==> src/rtl/seg_pkg.sv <==
// seg_pkg: shared constants for the multiplexed 7-segment scan driver.
//   NUM_POS     - number of display positions scanned
//   BCD_DIGITS  - number of BCD digits carried by one captured word
//   SEG_*       - active-low cathode patterns {dp,g,f,e,d,c,b,a}; dp always off
package seg_pkg;

    localparam int NUM_POS    = 8;
    localparam int BCD_DIGITS = 6;

    localparam logic [7:0] SEG_0     = 8'hC0;
    localparam logic [7:0] SEG_1     = 8'hF9;
    localparam logic [7:0] SEG_2     = 8'hA4;
    localparam logic [7:0] SEG_3     = 8'hB0;
    localparam logic [7:0] SEG_4     = 8'h99;
    localparam logic [7:0] SEG_5     = 8'h92;
    localparam logic [7:0] SEG_6     = 8'h82;
    localparam logic [7:0] SEG_7     = 8'hF8;
    localparam logic [7:0] SEG_8     = 8'h80;
    localparam logic [7:0] SEG_9     = 8'h90;
    localparam logic [7:0] SEG_DASH  = 8'hBF;
    localparam logic [7:0] SEG_BLANK = 8'hFF;

endpackage

==> src/rtl/seg_scan_driver_if.sv <==
// seg_scan_driver_if: BCD input strobe and display outputs of the scan driver.
//   bcd_i       - six BCD digits, [3:0] = position 0 ... [23:20] = position 5
//   bcd_valid_i - one-cycle strobe marking bcd_i as a finished conversion
//   anode       - active-low position select, bit k = position k
//   cathode     - active-low segments {dp,g,f,e,d,c,b,a}
//   frame_o     - one-cycle pulse when the scan wraps from position 7 to 0
//   pending_o   - a captured word is waiting for the next frame boundary
// master: producer/observer side; slave: the scan driver.
interface seg_scan_driver_if;
    import seg_pkg::*;

    logic [4*BCD_DIGITS-1:0] bcd_i;
    logic                    bcd_valid_i;
    logic [NUM_POS-1:0]      anode;
    logic [7:0]              cathode;
    logic                    frame_o;
    logic                    pending_o;

    modport master (
        output bcd_i, bcd_valid_i,
        input  anode, cathode, frame_o, pending_o
    );

    modport slave (
        input  bcd_i, bcd_valid_i,
        output anode, cathode, frame_o, pending_o
    );

endinterface

==> src/rtl/seg_bcd_decode.sv <==
// seg_bcd_decode: combinational BCD nibble to active-low cathode pattern.
//   i_nib   - BCD nibble; values above 9 show a dash
//   i_blank - force all segments off
//   o_seg   - active-low cathode pattern {dp,g,f,e,d,c,b,a}
module seg_bcd_decode
    import seg_pkg::*;
(
    input  logic [3:0] i_nib,
    input  logic       i_blank,
    output logic [7:0] o_seg
);

    always_comb begin
        o_seg = SEG_DASH;
        if (i_blank) begin
            o_seg = SEG_BLANK;
        end else begin
            case (i_nib)
                4'd0:    o_seg = SEG_0;
                4'd1:    o_seg = SEG_1;
                4'd2:    o_seg = SEG_2;
                4'd3:    o_seg = SEG_3;
                4'd4:    o_seg = SEG_4;
                4'd5:    o_seg = SEG_5;
                4'd6:    o_seg = SEG_6;
                4'd7:    o_seg = SEG_7;
                4'd8:    o_seg = SEG_8;
                4'd9:    o_seg = SEG_9;
                default: o_seg = SEG_DASH;
            endcase
        end
    end

endmodule

==> src/rtl/seg_scan_driver.sv <==
// seg_scan_driver: 8-position multiplexed 7-segment display driver.
// Captures finished 6-digit BCD words into a shadow register and commits
// them to the displayed (active) word only at the frame wrap, so a frame
// never mixes digits of two words. One position is shown per scan tick.
//   clk      - display/refresh clock
//   rst_n    - asynchronous active-low reset
//   bus      - seg_scan_driver_if.slave (bcd_i, bcd_valid_i, anode,
//              cathode, frame_o, pending_o)
// Parameter SCAN_DIV (>=1): clock cycles per scan tick.
// Optional macro SEG_LZB_EN: blank leading zeros on positions 1..5.
module seg_scan_driver
    import seg_pkg::*;
#(
    parameter int SCAN_DIV = 4
) (
    input  logic               clk,
    input  logic               rst_n,
    seg_scan_driver_if.slave   bus
);

    localparam int PW = (SCAN_DIV > 1) ? $clog2(SCAN_DIV) : 1;

    logic [PW-1:0]           r_presc;
    logic [2:0]              r_idx;
    logic [4*BCD_DIGITS-1:0] r_shadow;
    logic [4*BCD_DIGITS-1:0] r_active;
    logic                    r_pending;
    logic                    r_frame;
    logic [NUM_POS-1:0]      r_anode;
    logic [7:0]              r_cathode;

    logic                    w_tick;
    logic                    w_wrap;
    logic [3:0]              w_cur_nib;
    logic                    w_cur_blank;
    logic [7:0]              w_seg;

    assign w_tick = (r_presc == PW'(SCAN_DIV - 1));
    assign w_wrap = w_tick && (r_idx == 3'd7);

    // Prescaler and scan position
    always_ff @(posedge clk or negedge rst_n) begin
        if (!rst_n) begin
            r_presc <= '0;
            r_idx   <= '0;
        end else if (w_tick) begin
            r_presc <= '0;
            r_idx   <= r_idx + 3'd1;
        end else begin
            r_presc <= r_presc + PW'(1);
        end
    end

    // Capture and frame-boundary commit. A strobe in the wrap cycle lands in
    // the shadow after the old shadow has moved to active, so pending stays set.
    always_ff @(posedge clk or negedge rst_n) begin
        if (!rst_n) begin
            r_shadow  <= '0;
            r_active  <= '0;
            r_pending <= 1'b0;
            r_frame   <= 1'b0;
        end else begin
            r_frame <= w_wrap;
            if (w_wrap && r_pending) begin
                r_active  <= r_shadow;
                r_pending <= 1'b0;
            end
            if (bus.bcd_valid_i) begin
                r_shadow  <= bus.bcd_i;
                r_pending <= 1'b1;
            end
        end
    end

`ifdef SEG_LZB_EN
    // w_lz[k]: nibble k and every higher nibble up to position 5 are zero
    logic [BCD_DIGITS:0] w_lz;
    always_comb begin
        w_lz[BCD_DIGITS] = 1'b1;
        for (int k = BCD_DIGITS - 1; k >= 0; k--) begin
            w_lz[k] = (r_active[4*k +: 4] == 4'd0) && w_lz[k+1];
        end
    end
`endif

    // Digit and blank selection for the current position; 6 and 7 are unused
    always_comb begin
        w_cur_nib   = 4'd0;
        w_cur_blank = 1'b1;
        case (r_idx)
            3'd0: begin w_cur_nib = r_active[3:0];   w_cur_blank = 1'b0; end
`ifdef SEG_LZB_EN
            3'd1: begin w_cur_nib = r_active[7:4];   w_cur_blank = w_lz[1]; end
            3'd2: begin w_cur_nib = r_active[11:8];  w_cur_blank = w_lz[2]; end
            3'd3: begin w_cur_nib = r_active[15:12]; w_cur_blank = w_lz[3]; end
            3'd4: begin w_cur_nib = r_active[19:16]; w_cur_blank = w_lz[4]; end
            3'd5: begin w_cur_nib = r_active[23:20]; w_cur_blank = w_lz[5]; end
`else
            3'd1: begin w_cur_nib = r_active[7:4];   w_cur_blank = 1'b0; end
            3'd2: begin w_cur_nib = r_active[11:8];  w_cur_blank = 1'b0; end
            3'd3: begin w_cur_nib = r_active[15:12]; w_cur_blank = 1'b0; end
            3'd4: begin w_cur_nib = r_active[19:16]; w_cur_blank = 1'b0; end
            3'd5: begin w_cur_nib = r_active[23:20]; w_cur_blank = 1'b0; end
`endif
            default: begin w_cur_nib = 4'd0; w_cur_blank = 1'b1; end
        endcase
    end

    seg_bcd_decode u_dec (
        .i_nib   (w_cur_nib),
        .i_blank (w_cur_blank),
        .o_seg   (w_seg)
    );

    // Output registers: one cycle behind r_idx
    always_ff @(posedge clk or negedge rst_n) begin
        if (!rst_n) begin
            r_anode   <= '1;
            r_cathode <= SEG_BLANK;
        end else begin
            r_anode   <= ~(NUM_POS'(1) << r_idx);
            r_cathode <= w_seg;
        end
    end

    assign bus.anode     = r_anode;
    assign bus.cathode   = r_cathode;
    assign bus.frame_o   = r_frame;
    assign bus.pending_o = r_pending;

endmodule

==> src/flat_wrapper.sv <==
// flat-port wrapper written by rule: the top's interface ports become plain ports
module seg_scan_driver_flat import seg_pkg::*;
#(
    parameter int SCAN_DIV = 4
)
  (clk, rst_n, bus_bcd_i, bus_bcd_valid_i, bus_anode, bus_cathode, bus_frame_o, bus_pending_o);
  seg_scan_driver_if bus_i ();
  input  logic clk;
  input  logic rst_n;
  input wire logic [$bits(bus_i.bcd_i)-1:0] bus_bcd_i;
  input wire logic [$bits(bus_i.bcd_valid_i)-1:0] bus_bcd_valid_i;
  output wire logic [$bits(bus_i.anode)-1:0] bus_anode;
  output wire logic [$bits(bus_i.cathode)-1:0] bus_cathode;
  output wire logic [$bits(bus_i.frame_o)-1:0] bus_frame_o;
  output wire logic [$bits(bus_i.pending_o)-1:0] bus_pending_o;
  assign bus_i.bcd_i = bus_bcd_i;
  assign bus_i.bcd_valid_i = bus_bcd_valid_i;
  assign bus_anode = bus_i.anode;
  assign bus_cathode = bus_i.cathode;
  assign bus_frame_o = bus_i.frame_o;
  assign bus_pending_o = bus_i.pending_o;
  seg_scan_driver #(.SCAN_DIV(SCAN_DIV)) u_core (.clk(clk), .rst_n(rst_n), .bus(bus_i));
endmodule
==> config.mk <==
export PLATFORM = sky130hd
export DESIGN_NAME = seg_scan_driver_flat
export DESIGN_NICKNAME = d
export VERILOG_FILES = /design/src/rtl/seg_pkg.sv /design/src/rtl/seg_scan_driver_if.sv /design/src/rtl/seg_bcd_decode.sv /design/src/rtl/seg_scan_driver.sv /design/src/flat_wrapper.sv
export SDC_FILE = /design/constraint.sdc
export NUM_CORES = 1
export LEC_CHECK = 0
export CAP_MARGIN = 15
export CORE_ASPECT_RATIO = 1.25
export CORE_MARGIN = 4
export CORE_UTILIZATION = 57
export DETAILED_ROUTE_END_ITERATION = 10
export PLACE_DENSITY = 0.95
export SYNTH_ARGS = -nofsm -noshare
export SYNTH_HDL_FRONTEND = slang
export SYNTH_SLANG_ARGS = --single-unit
export TNS_END_PERCENT = 5
==> constraint.sdc <==
create_clock -name clk -period 3.8 [get_ports clk]
set_input_delay 0.76 -clock clk [delete_from_list [all_inputs] [get_ports clk]]
set_output_delay 0.76 -clock clk [all_outputs]
set_load 0.1 [all_outputs]
==> summary.md, run 1 <==
| Metric | Value |
|---|---|
| Largest net degree at the start of global routing | `56` |
| Drt drc | `0` |
| Area grow syn2layout | `22.55%` |
| Avg Synthesized Cell Area | `13.83 µm²` |
| Count leader, synth | `dfrtp_1` |
| Critical Path RT | `4060 ps` |
| Fillcell total | `377` |
| Largest family of logic cells by synthesized area | `multiplexers` |
| Reg area | `1770 µm²` |
| Final setup fails | `0` |
| First-pass GRT wire length | `8887 µm` |
| Layout Nets | `298` |
| Worst Skew | `6.044 ps` |
| Hold-fix buffers, CTS | `0` |
| Post-Synth Simple-Gate Area | `4.374%` |
| Leak | `0.001563 µW` |
| GPL Wtd Cong | `0.8920` |
| Fin. Hold Viols | `0` |
| Avg Vias per Cell | `5.494` |
| Post-CTS Setup Bufs | `0` |
| Clock sinks | `70` |
| Yosys reg bits | `70` |
| Worst Tran Pin Value | `1083 ps` |
| Max incr delay on CP | `730 ps` |
| Status | `complete, no violations` |
| Multi-input gate area | `1086 µm²` |
| Detailed-route wire length | `5330 µm` |
| 1st-pass router iterations | `6` |
| Max Clock Freq | `339.3 MHz` |
| Crit end category | `flop` |
| Synth Area in XOR/XNOR | `0.2972%` |
| Startpoint types | `flop` |
| CTS clk-pin slew, worst paths | `70 ps` |
| Max_cap viols | `0` |
| Initial antenna violation count | `0` |
| PwrDens | `466.0 nW/µm²` |
| Initial DRC count | `104` |
| Yosys top cell area share | `46.71%` |
| Crit path kind | `flop to flop` |
| Wire per inst | `16.35 µm` |
| Relative slew slack | `27.58%` |
| Final Power | `1683 µW` |
| Cell taking the most area after synthesis | `dfrtp_1` |
| Post-synthesis adder-cell area fraction | `5.096%` |
| Tcrit/Tclk final | `77.55%` |
| Slowest cell on the critical path | `dfrtp_1` |
| Delay-heaviest family, CP | `compound AO/OA/AOI/OAI gates` |
| Minimum clock period | `2947 ps` |
| Cells along the critical path | `inv_1, ha_1, a32o_1, o21ai_0, inv_1, ha_1, nor4_1, o31ai_1` |
| Synth async-reset ratio | `100.0%` |
| Total GRT Usage | `18.93%` |
| Sequential share of the synthesized area | `60.08%` |
| Row cnt | `29` |
| CTS resizes | `0` |
| Post-synth top flop | `dfrtp_1` |
| DP Wirelength | `3801 µm` |
| Cts bufs inserted | `9` |
| Initial core utilization | `58.42%` |
| Max Slew Vio Count | `0` |
| Antenna cells | `0` |
| I/O pin count | `45` |
| Yosys warns | `0` |
| Post-synthesis compound-gate area fraction | `7.176%` |
| Die Wd | `72.31 µm` |
| RSZ-0062 raised after global routing | `false` |
| H-tree depth | `3` |
| Vias | `1,791` |
| CTS Root Cell | `clkbuf_8` |
| Syn Nets | `252` |
| Vias in the first global route | `1,902` |
| Worst Path Buf+Inv | `2` |
| Total core area | `5044 µm²` |
| CTS tree | `built` |
| Worst vdd ir | `0.0003418 V` |
| IO buf count | `43` |
| Post-synth EDFFs | `0` |
| Worst path arrival time | `3210 ps` |
| Max clock buf depth | `2` |
| Final antenna-violating net count | `0` |
| Worst skew pair latency | `340 ps` |
| Crit path max fanout | `20` |
| HP Class | `input pin to async pin` |
| Share of post-route cells with drive strength above 1 | `32.20%` |
| Mapped Cells | `213` |
| Yosys cell types | `34` |
| Die area | `6391 µm²` |
| Commonest cells in the synthesized netlist | `dfrtp_1 (55), mux2_2 (50), dfstp_2 (15)` |
| Top cells by area, synth | `dfrtp_1 (47%), mux2_2 (19%), dfstp_2 (13%)` |
| Total grt overflow | `0` |
| Die height | `88.39 µm` |
| TNS Setup | `0 ps` |
| Mapped Area | `2947 µm²` |
| Post-synthesis mux area share | `19.79%` |
sequential cells by signal, summed over array words and instances (netlist names):
name / flops
u_core.bus.anode: 8
u_core.bus.pending_o: 1
u_core.r_active: 24
u_core.r_shadow: 24
u_core.bus.cathode: 7
u_core.bus.frame_o: 1
u_core.r_idx: 3
u_core.r_presc: 2
kinds of logic (layout without fill, tap and decap cells):
family                   Yosys count  in the layout
multiplexers                      52             52
flip-flops                        70             70
XOR/XNOR                           1              1
other                              1              1
adder cells (fa/ha/maj)           12             12
buffers and inverters             19             70
AND/OR/NAND/NOR                   27             27
AO/OA/AOI/OAI                     31             31
cell type report:
cell class | count | area share, %
Clock inverter | 3 | 0.4851
Multi-Input combinational cell | 124 | 30.08
Tap cell | 62 | 2.148
Timing Repair Buffer | 46 | 12.75
Clock buffer | 13 | 4.678
Inverter | 8 | 0.8316
Sequential cell | 70 | 49.03
cell usage in the layout, fill, tap and decap left out, types with 2 or more instances in the layout:
cell type,netlist,layout
dfrtp_1,55,55
mux2_2,50,50
clkdlybuf4s50_1,0,42
dfstp_2,15,15
nand2_1,13,13
ha_1,12,12
clkbuf_8,0,12
inv_1,8,8
a21oi_1,7,7
o21ai_0,5,5
a22oi_1,4,4
and3_1,3,3
nor3_1,3,3
o31ai_1,3,3
nor2_1,3,3
a32oi_1,2,2
mux2i_1,2,2
a21o_1,2,2
o211ai_1,2,2
clkinv_2,0,2
buf_4,2,2
where the power goes:
part	leakage, µW	total (µW)	switching (µW)	internal (µW)
sequential	0.000802	853	34.9	818
clock	0.0000954	551	263	288
combinational	0.000665	279	168	111
final timing paths:
path	slack, ps	to	start	depth (start not counted)
min in group clk	420	u_core.r_presc[0]	u_core.r_presc[0]	1
max in group asynchronous	2690	u_core.r_presc[0]	rst_n	3
worst min-delay path	370	u_core.r_shadow[12]	rst_n	1
worst max register to register	850	u_core.bus.cathode[0]	u_core.r_idx[2]	8
worst min register to register	420	u_core.r_presc[0]	u_core.r_presc[0]	1
worst max-delay path	850	u_core.bus.cathode[0]	u_core.r_idx[2]	8
worst reg2reg max path: cells and delay by family (launching register included):
family / cells / cell delay, ps
adder cells (fa/ha/maj): 2 / 540
AO/OA/AOI/OAI: 3 / 840
flip-flops: 1 / 730
buffers and inverters: 2 / 380
AND/OR/NAND/NOR: 1 / 380
metal layers:
metal  up-vias  global-route usage [%]  wire length, µm
met5         -                       0                0
met3        13                   4.659              209
met1       892                   20.90             2088
met4         0                   10.77              150
li1        843                       -                -
met2        43                   33.14             2883
metrics by stage:
step / std cells / area, µm² / setup slack, ps / hold slack (ps) / util, %
after detailed placement: 309 / 3405 / 849.3 / 418.3 / 67.50
after global placement: 309 / 3405 / 989.7 / 413.0 / 67.50
after floorplan: 213 / 2947 / 1491 / 403.1 / -
final: 326 / 3611 / 853.0 / 371.6 / 71.60
after CTS: 325 / 3591 / 831.9 / 426.8 / 71.20
after global routing: 326 / 3611 / 579.6 / 395.3 / 71.60
No activity file was read; power rests on OpenSTA's default activity.
==> run 2, diff against run 1 <==
Settings changed: CORE_UTILIZATION 57 to 48, PLACE_DENSITY 0.95 to 0.86.
Clock period 3.8 ns to 2.6 ns, I/O delays scaled along.
==> run 2 against run 1 <==
  * Sequential power increased by 45%
  * Clock-buffer cell count down 1
  * Design area up 1.0%
  * Setup slack lost 590 ps
  * Via count up 0.17%
  * Clock skew is 2.1 ps higher
  * Wire length fell by 2.3%
  * Global-route usage is 3.3 points lower
  * Utilization is 9.7 points lower
  * Critical path type unchanged
  * Highest routed layer unchanged
==> summary.md, run 2 (same netlist as run 1, synthesis figures left out) <==
| Metric | Value |
|---|---|
| 1st-pass router iterations | `5` |
| Avg Vias per Cell | `5.155` |
| Total core area | `5896 µm²` |
| Most used routing layer | `met2` |
| Minimum clock period | `2338 ps` |
| Met1 usage | `18.66%` |
| CTS clk-pin slew, worst paths | `70 ps` |
| Final setup fails | `0` |
| Area grow syn2layout | `23.82%` |
| Leak | `0.001593 µW` |
| Max clock buf depth | `2` |
| Initial DRC count | `126` |
| Worst vdd ir | `0.0004363 V` |
| Detailed-route wire length | `5207 µm` |
| CTS Root Cell | `clkbuf_8` |
| Die height | `95.60 µm` |
| Final Non-Filler Cells | `348` |
| Vias | `1,794` |
| Worst path arrival time | `2590 ps` |
| Cts bufs inserted | `9` |
| Final WS setup | `262.4 ps` |
| H-tree depth | `3` |
| IO buf count | `43` |
| CTS tree | `built` |
| Most frequent cells in the layout | `dfrtp_1 (54), mux2_2 (50), clkdlybuf4s50_1 (25), buf_4 (21), dfstp_2 (15)` |
| Initial antenna violation count | `0` |
| First-pass GRT wire length | `8928 µm` |
| Worst skew pair latency | `340 ps` |
| Row cnt | `31` |
| Wire per inst | `14.96 µm` |
| Clock sinks | `70` |
| Initial core utilization | `49.98%` |
| Fin util | `61.88%` |
| I/O pin count | `45` |
| PwrDens | `709.3 nW/µm²` |
| Hold-fix buffers, CTS | `0` |
| Vias in the first global route | `1,880` |
| RSZ-0062 raised after global routing | `false` |
| Tcrit/Tclk final | `89.91%` |
| Dpl cells | `332` |
| Post-CTS Setup Bufs | `0` |
| Startpoint types | `flop` |
| Max_cap viols | `0` |
| Place WS | `94.74 ps` |
| Layout Nets | `300` |
| Fin. Hold Viols | `0` |
| Crit path kind | `flop to flop` |
| Share of post-route cells with drive strength above 1 | `39.85%` |
| Worst Skew | `8.185 ps` |
| HP Class | `input pin to async pin` |
| Crit end category | `flop` |
| Total grt overflow | `0` |
| GPL Wtd Cong | `0.8847` |
| Drt drc | `0` |
| Die area | `7464 µm²` |
| Max Clock Freq | `427.8 MHz` |
| Max Slew Vio Count | `0` |
| Total GRT Usage | `15.66%` |
| Die Wd | `78.08 µm` |
| TNS Setup | `0 ps` |
| Met3 Resource Use GR | `4.348%` |
| Crit path max fanout | `10` |
| Commonest non-fill, non-tap cell in the layout | `dfrtp_1` |
| Worst Tran Pin Value | `675.2 ps` |
| Antenna cells | `0` |
| Status | `complete, no violations` |
| Met2 GRT Util | `26.29%` |
| Critical Path RT | `2850 ps` |
| Relative slew slack | `54.99%` |
| Final antenna-violating net count | `0` |
| Largest net degree at the start of global routing | `42` |
| DP Wirelength | `3721 µm` |
run 2: where the power goes:
| part | leakage (µW) | total (µW) | switching, µW | internal (µW) |
|---|---|---|---|---|
| Sequential | 0.000800 | 1240 | 48.3 | 1200 |
| Clock | 0.000110 | 941 | 377 | 564 |
| Combinational | 0.000682 | 403 | 246 | 157 |
| Total | 0.00159 | 2590 | 671 | 1920 |
run 2: area by class of cell:
cell class                 count  area, µm²
fill                         459       2247
sequential                    70       1772
multi-input combinational    124       1096
timing repair buffer          48      432.9
clock buffer                  12      145.1
tap                           82      102.6
clock inverter                 4      70.07
inverter                       8      30.03
run 2: worst paths after layout:
check	startpoint	to	slack, ps	cells past startpoint
hold / removal	rst_n	u_core.r_shadow[10]	220	1
min in group clk	u_core.r_presc[0]	u_core.r_presc[0]	470	1
setup reg to reg	u_core.r_idx[1]	u_core.bus.cathode[0]	260	9
max in group asynchronous	rst_n	u_core.bus.cathode[3]	1690	2
hold reg to reg	u_core.r_presc[0]	u_core.r_presc[0]	470	1
setup / recovery	u_core.r_idx[1]	u_core.bus.cathode[0]	260	9
run 2: metrics by stage:
| stage | area (µm²) | total power (µW) | hold slack [ps] |
|---|---|---|---|
| floorplan | 2947 | 1536 | 224.4 |
| global placement | 3422 | 1657 | 414.2 |
| detailed placement | 3422 | 1666 | 465.5 |
| CTS | 3637 | 2613 | 214.7 |
| global route | 3649 | 2691 | 256.2 |
| finish | 3649 | 2588 | 218.7 |
run 2: critical path, stage by stage, from the launching register on:
cell	delay, ps
dfrtp_2	480
inv_1	120
ha_1	370
nand2_1	80
and3_1	220
a21oi_2	200
inv_1	120
ha_1	220
nor4_2	320
o31ai_1	110
run 2: per-layer routing:
metal,share of wire [%],vias up
li1,-,854
met1,42,886
met2,51,42
met3,4.4,12
met4,2.5,0
met5,0,-
run 2: timing repair:
| item | 4_1_cts | 5_1_grt |
|---|---|---|
| endpoints found under the hold margin | 0 | 0 |
| setup endpoints to repair | 0 | 4 |
| resized for setup | 0 | 3 |
